==> src/rtl/tts_pkg.sv <==
// Shared types and constants for the truth-table scanner and its index counter.
package tts_pkg;

    typedef enum logic {
        IDLE = 1'b0,
        SCAN = 1'b1
    } tts_state_e;

    localparam int TTS_WIDTH = 4;
    localparam int TTS_DEPTH = 16;

    // Truth table of the prime-detector function normally attached as fu4x16
    localparam logic [TTS_DEPTH-1:0] TTS_GOLDEN = 16'h28AC;

endpackage

==> src/rtl/tts_index_counter.sv <==
// Loadable up-counter with clear, enable and terminal-count flag; drives the function unit code.
module tts_index_counter
    import tts_pkg::*;
#(
    parameter int WIDTH = TTS_WIDTH
) (
    input  logic             clk,
    input  logic             rst,
    input  logic             clr_i,
    input  logic             en_i,
    input  logic             load_i,
    input  logic [WIDTH-1:0] load_val_i,
    output logic [WIDTH-1:0] count_o,
    output logic             tc_o
);

    logic [WIDTH-1:0] count_q;
    logic [WIDTH-1:0] count_d;

    // Clear wins over load, load wins over increment
    always_comb begin
        count_d = count_q;
        if (clr_i) begin
            count_d = '0;
        end else if (load_i) begin
            count_d = load_val_i;
        end else if (en_i) begin
            count_d = count_q + 1'b1;
        end
    end

    always_ff @(posedge clk) begin
        if (rst) begin
            count_q <= '0;
        end else begin
            count_q <= count_d;
        end
    end

    assign count_o = count_q;
    assign tc_o    = (count_q == {WIDTH{1'b1}});

endmodule

==> src/rtl/truth_table_scanner.sv <==
// Sweeps an attached combinational function unit through all input codes and captures its truth table.
// Optional golden-table comparison is enabled by defining TTS_CHECK_EN.
module truth_table_scanner
    import tts_pkg::*;
#(
    parameter int                      WIDTH    = TTS_WIDTH,
    parameter logic [(2**WIDTH)-1:0]   EXPECTED = TTS_GOLDEN
) (
    input  logic                  clk,
    input  logic                  rst,
    input  logic                  start,
    output logic [WIDTH-1:0]      fu_in,
    input  logic                  fu_out,
    output logic                  busy,
    output logic                  done,
    output logic [(2**WIDTH)-1:0] table_out,
    output logic [WIDTH:0]        ones,
    output logic                  mismatch
);

    localparam int DEPTH = 2**WIDTH;

    tts_state_e       state_q, state_d;
    logic [DEPTH-1:0] table_q, table_d;
    logic [WIDTH:0]   ones_q, ones_d;
    logic             done_q, done_d;

    logic             cntClr;
    logic             cntEn;
    logic             lastCode;
    logic [WIDTH-1:0] code;

    tts_index_counter #(
        .WIDTH (WIDTH)
    ) u_index (
        .clk        (clk),
        .rst        (rst),
        .clr_i      (cntClr),
        .en_i       (cntEn),
        .load_i     (1'b0),
        .load_val_i ('0),
        .count_o    (code),
        .tc_o       (lastCode)
    );

    // The code on fu_in is sampled back through fu_out in the same cycle
    always_comb begin
        state_d = state_q;
        table_d = table_q;
        ones_d  = ones_q;
        done_d  = 1'b0;
        cntClr  = 1'b0;
        cntEn   = 1'b0;
        case (state_q)
            IDLE: begin
                if (start) begin
                    state_d = SCAN;
                    table_d = '0;
                    ones_d  = '0;
                end
            end
            SCAN: begin
                table_d[code] = fu_out;
                ones_d        = ones_q + {{WIDTH{1'b0}}, fu_out};
                if (lastCode) begin
                    state_d = IDLE;
                    cntClr  = 1'b1;
                    done_d  = 1'b1;
                end else begin
                    cntEn   = 1'b1;
                end
            end
            default: begin
                state_d = IDLE;
                cntClr  = 1'b1;
            end
        endcase
    end

    always_ff @(posedge clk) begin
        if (rst) begin
            state_q <= IDLE;
            table_q <= '0;
            ones_q  <= '0;
            done_q  <= 1'b0;
        end else begin
            state_q <= state_d;
            table_q <= table_d;
            ones_q  <= ones_d;
            done_q  <= done_d;
        end
    end

    assign fu_in     = code;
    assign busy      = (state_q == SCAN);
    assign done      = done_q;
    assign table_out = table_q;
    assign ones      = ones_q;

`ifdef TTS_CHECK_EN
    logic mismatch_q, mismatch_d;

    // Verdict is registered alongside done and then held with the table
    always_comb begin
        mismatch_d = mismatch_q;
        if (state_q == IDLE && start) begin
            mismatch_d = 1'b0;
        end else if (state_q == SCAN && lastCode) begin
            mismatch_d = (table_d != EXPECTED);
        end
    end

    always_ff @(posedge clk) begin
        if (rst) begin
            mismatch_q <= 1'b0;
        end else begin
            mismatch_q <= mismatch_d;
        end
    end

    assign mismatch = mismatch_q;
`else
    assign mismatch = 1'b0;
`endif

endmodule

==> config.mk <==
export PLATFORM = sky130hd
export DESIGN_NAME = truth_table_scanner
export DESIGN_NICKNAME = d
export VERILOG_FILES = /design/src/rtl/tts_pkg.sv /design/src/rtl/tts_index_counter.sv /design/src/rtl/truth_table_scanner.sv
export SDC_FILE = /design/constraint.sdc
export NUM_CORES = 1
export LEC_CHECK = 0
export CORE_UTILIZATION = 40
export DETAILED_ROUTE_END_ITERATION = 10
export PLACE_DENSITY = 0.69
export SLEW_MARGIN = 20
export SYNTH_ARGS = -nofsm -noshare
export SYNTH_HDL_FRONTEND = slang
export SYNTH_SLANG_ARGS = --single-unit
==> constraint.sdc <==
create_clock -name clk -period 1.3 [get_ports clk]
set_input_delay 0.13 -clock clk [delete_from_list [all_inputs] [get_ports clk]]
set_output_delay 0.13 -clock clk [all_outputs]
set_load 0.005 [all_outputs]
==> results of run 1 <==
==> tightest hold or removal path, stage by stage (launching register included) <==
cell and delay (ns):
dfxtp_2 0.36, o311ai_4 0.06, a21oi_2 0.04
==> final timing paths <==
path                                                         to  slack, ns                       startpoint
worst max-delay path            u_index.count_o[3]$_SDFFE_PP0P_       0.04  u_index.count_o[1]$_SDFFE_PP0P_
worst max register to register  u_index.count_o[3]$_SDFFE_PP0P_       0.04  u_index.count_o[1]$_SDFFE_PP0P_
worst min-delay path                  table_out[1]$_SDFFE_PP0P_       0.48        table_out[1]$_SDFFE_PP0P_
worst min register to register        table_out[1]$_SDFFE_PP0P_       0.48        table_out[1]$_SDFFE_PP0P_
==> cell families (layout without fill, tap and decap cells) <==
family	after synthesis	in the layout
simple gates	50	50
compound gates	45	45
flops	27	27
buf+inv	15	68
fa+ha+maj	6	6
other cells	1	1
xor+xnor	1	1
==> metal layers <==
metal	GRT usage	vias to the layer above	share of wire
met5	0	-	0
met4	0.06803	0	0.013
met3	0.03516	6	0.045
met2	0.3415	38	0.49
met1	0.2661	623	0.45
li1	-	653	-
==> registers in the layout, indices dropped and copies added (netlist names) <==
register / cells
busy: 1
done: 1
ones: 5
table_out: 16
u_index.count_o: 4
==> through the flow <==
step	setup WS (ns)	hold slack (ns)	std cells	area, um^2	TNS, ns
finish	0.03907	0.4834	242	2037	0
global route	-0.01749	0.5031	242	2037	-0.05219
detailed placement	-0.1918	0.4830	222	1697	-0.6196
CTS	-0.0002958	0.4902	234	1815	-0.0002958
global placement	-0.1254	0.4730	222	1697	-0.2962
floorplan	0.01862	0.3467	145	1276	0
==> cell usage in the layout (no fill, tap or decap), types with 2 or more instances in the layout <==
cell / count
inv_2: 2
dfxtp_4: 4
a41oi_1: 2
o211ai_1: 12
and2b_1: 2
a21oi_1: 21
nand2b_1: 4
buf_4: 27
o311ai_2: 2
clkdlybuf4s50_1: 3
dlygate4sd2_1: 14
nand3_1: 5
dfxtp_2: 22
nor2_1: 5
clkbuf_4: 3
nand4_1: 16
nand2_4: 3
buf_6: 4
nor3_1: 3
nand2_1: 2
ha_4: 5
dlymetal6s2s_1: 12
nor3b_1: 2
o21ai_0: 2
==> repair_timing <==
action | CTS | global route
gates resized for setup | 52 | 39
gates cloned | 0 | 0
pin swaps | 3 | 9
setup endpoints to repair | 27 | 24
buffers inserted | 8 | 8
==> final cells by class <==
class,instances,share of cell area
clock buffers,4,0.01290
inverters,2,0.003686
multi-input cells,103,0.3876
flip-flops and latches,27,0.2862
well taps,44,0.02703
repair buffers,62,0.2826
==> power by group <==
group,switching [mW],internal (mW),leakage [nW],total [mW]
logic,0.132,0.107,0.754,0.240
registers,0.00944,0.833,0.232,0.842
clock network,0.240,0.120,0.0150,0.360
total,0.382,1.06,1.00,1.44
==> metrics.txt, run 1 <==
count leader, synth=dfxtp_1; pin count of the biggest net entering global routing=28; top cells by count, synth=27 x dfxtp_1, 22 x a21oi_1, 16 x nand4_1; unrepaired setup endpoints after global routing=yes; fraction of layout cells with a size suffix above 1=0.4091; Clk Latency, worst-skew pair=between 0.3 and 0.4 ns; Slowest-stage cell, CP=dfxtp_4; cell area after synthesis=~1300 um^2; H-tree levels=1; clock root buffer=clkbuf_4; Worst EP arrival=1.50 ns; Post-Synth Simple-Gate Area=0.2240; FF+latch count, synth=27; Main synth FF type=dfxtp_1; fin nets=~210; routability cong.=0.8322; Worst Hold Class=reg -> reg; critical path depth=5; # fillers=245; Leak=1.001 nW; buffers and inverters on the worst path=2; max_cap viols=0; maximum buffer depth of the clock tree=2; Total Wirelength=3.635 mm; hpwl dp=between 2 and 2.5 mm; clock slew seen by the registers of the worst setup and hold paths=0.14 ns; Clock Sinks=27; Worst Setup End Kind=register; status=finished clean; vias in the first global route=1,144; Synth area leaders=dfxtp_1 42%, a21oi_1 8.6%, nand4_1 7.9%, o211ai_1 7.1%, ha_1 5.9%; area grow syn2layout=59.92%; Via Count=1,320; initial antenna violation count=0; XOR/XNOR share of the synthesized area=0.006876; period utilisation layout=0.9699; First DRT Iteration DRCs=46; max incr delay on CP=0.37 ns; Final ANT Viol Nets=0; Max Fclk=793.1 MHz; CTS tree=built; hold_buf cts=0; largest area contributor in the netlist=dfxtp_1; antenna cell count=0; Core Box Area=3028 um^2; CP cell instances=buf_6 > ha_4 > buf_6 > a21o_1 > a311oi_1; family with the most delay on the worst path=compound AO/OA/AOI/OAI gates; WP data required=~1.5 ns; largest vdd supply drop=524.6 uV; Core Util, Final=0.6727; Top Ports=32; Slew Limit Fails=0; Die Y=approximately 58 um; Net Count, Synth=155; First-pass DRT Iterations=5; Final min period=1.261 ns; post-synthesis adder-cell area fraction=0.05894; Yosys warnings=0; hold path depth=2; DRC Markers=0; Tot Pwr=1.442 mW; PD cells=708.0 nW/um^2; total grt overflow=0; vias per inst=5.455; Synth Instances=approximately 150; Post-synth EDFFs=0; final worst clock skew=0.005228 ns; first-pass GRT wire length=5.264 mm; Die X=just under 60 um; mux share of post-synthesis cell area=0; die area=around 3400 um^2; TritonCTS buffer count=3; final hold violations=0; CP dominant cell by count=buf_6; num rows=20; crit path kind=reg -> reg; detail-routed net length per standard cell=15.02 um; Worst Path Max Fanout=4; post-synthesis cell type count=33; endpoints failing setup=0; Synth Area in Compound Gates=0.2240; Yosys top cell area share=0.4244; flip-flop and latch area=583.1 um^2; syn_area_per_cell=8.784 um^2; ys async rst share=0; starting density of the core=0.4207; area of the multi-input gates=789.5 um^2; Buffers on Ports=30; R2R depth=5; gr usage total=0.2037; Setup crit start kind=register; main combinational cell family by area after synthesis=simple AND/OR/NAND/NOR gates; sequential fraction of the synthesis area=0.4244
(Power assumes the default switching activity.)
==> run 2: changes to the inputs <==
Settings changed: HOLD_SLACK_MARGIN set to 0.1.
==> results of run 2 <==
Same layout as run 1: the final DEF is identical, and so are final timing and power.
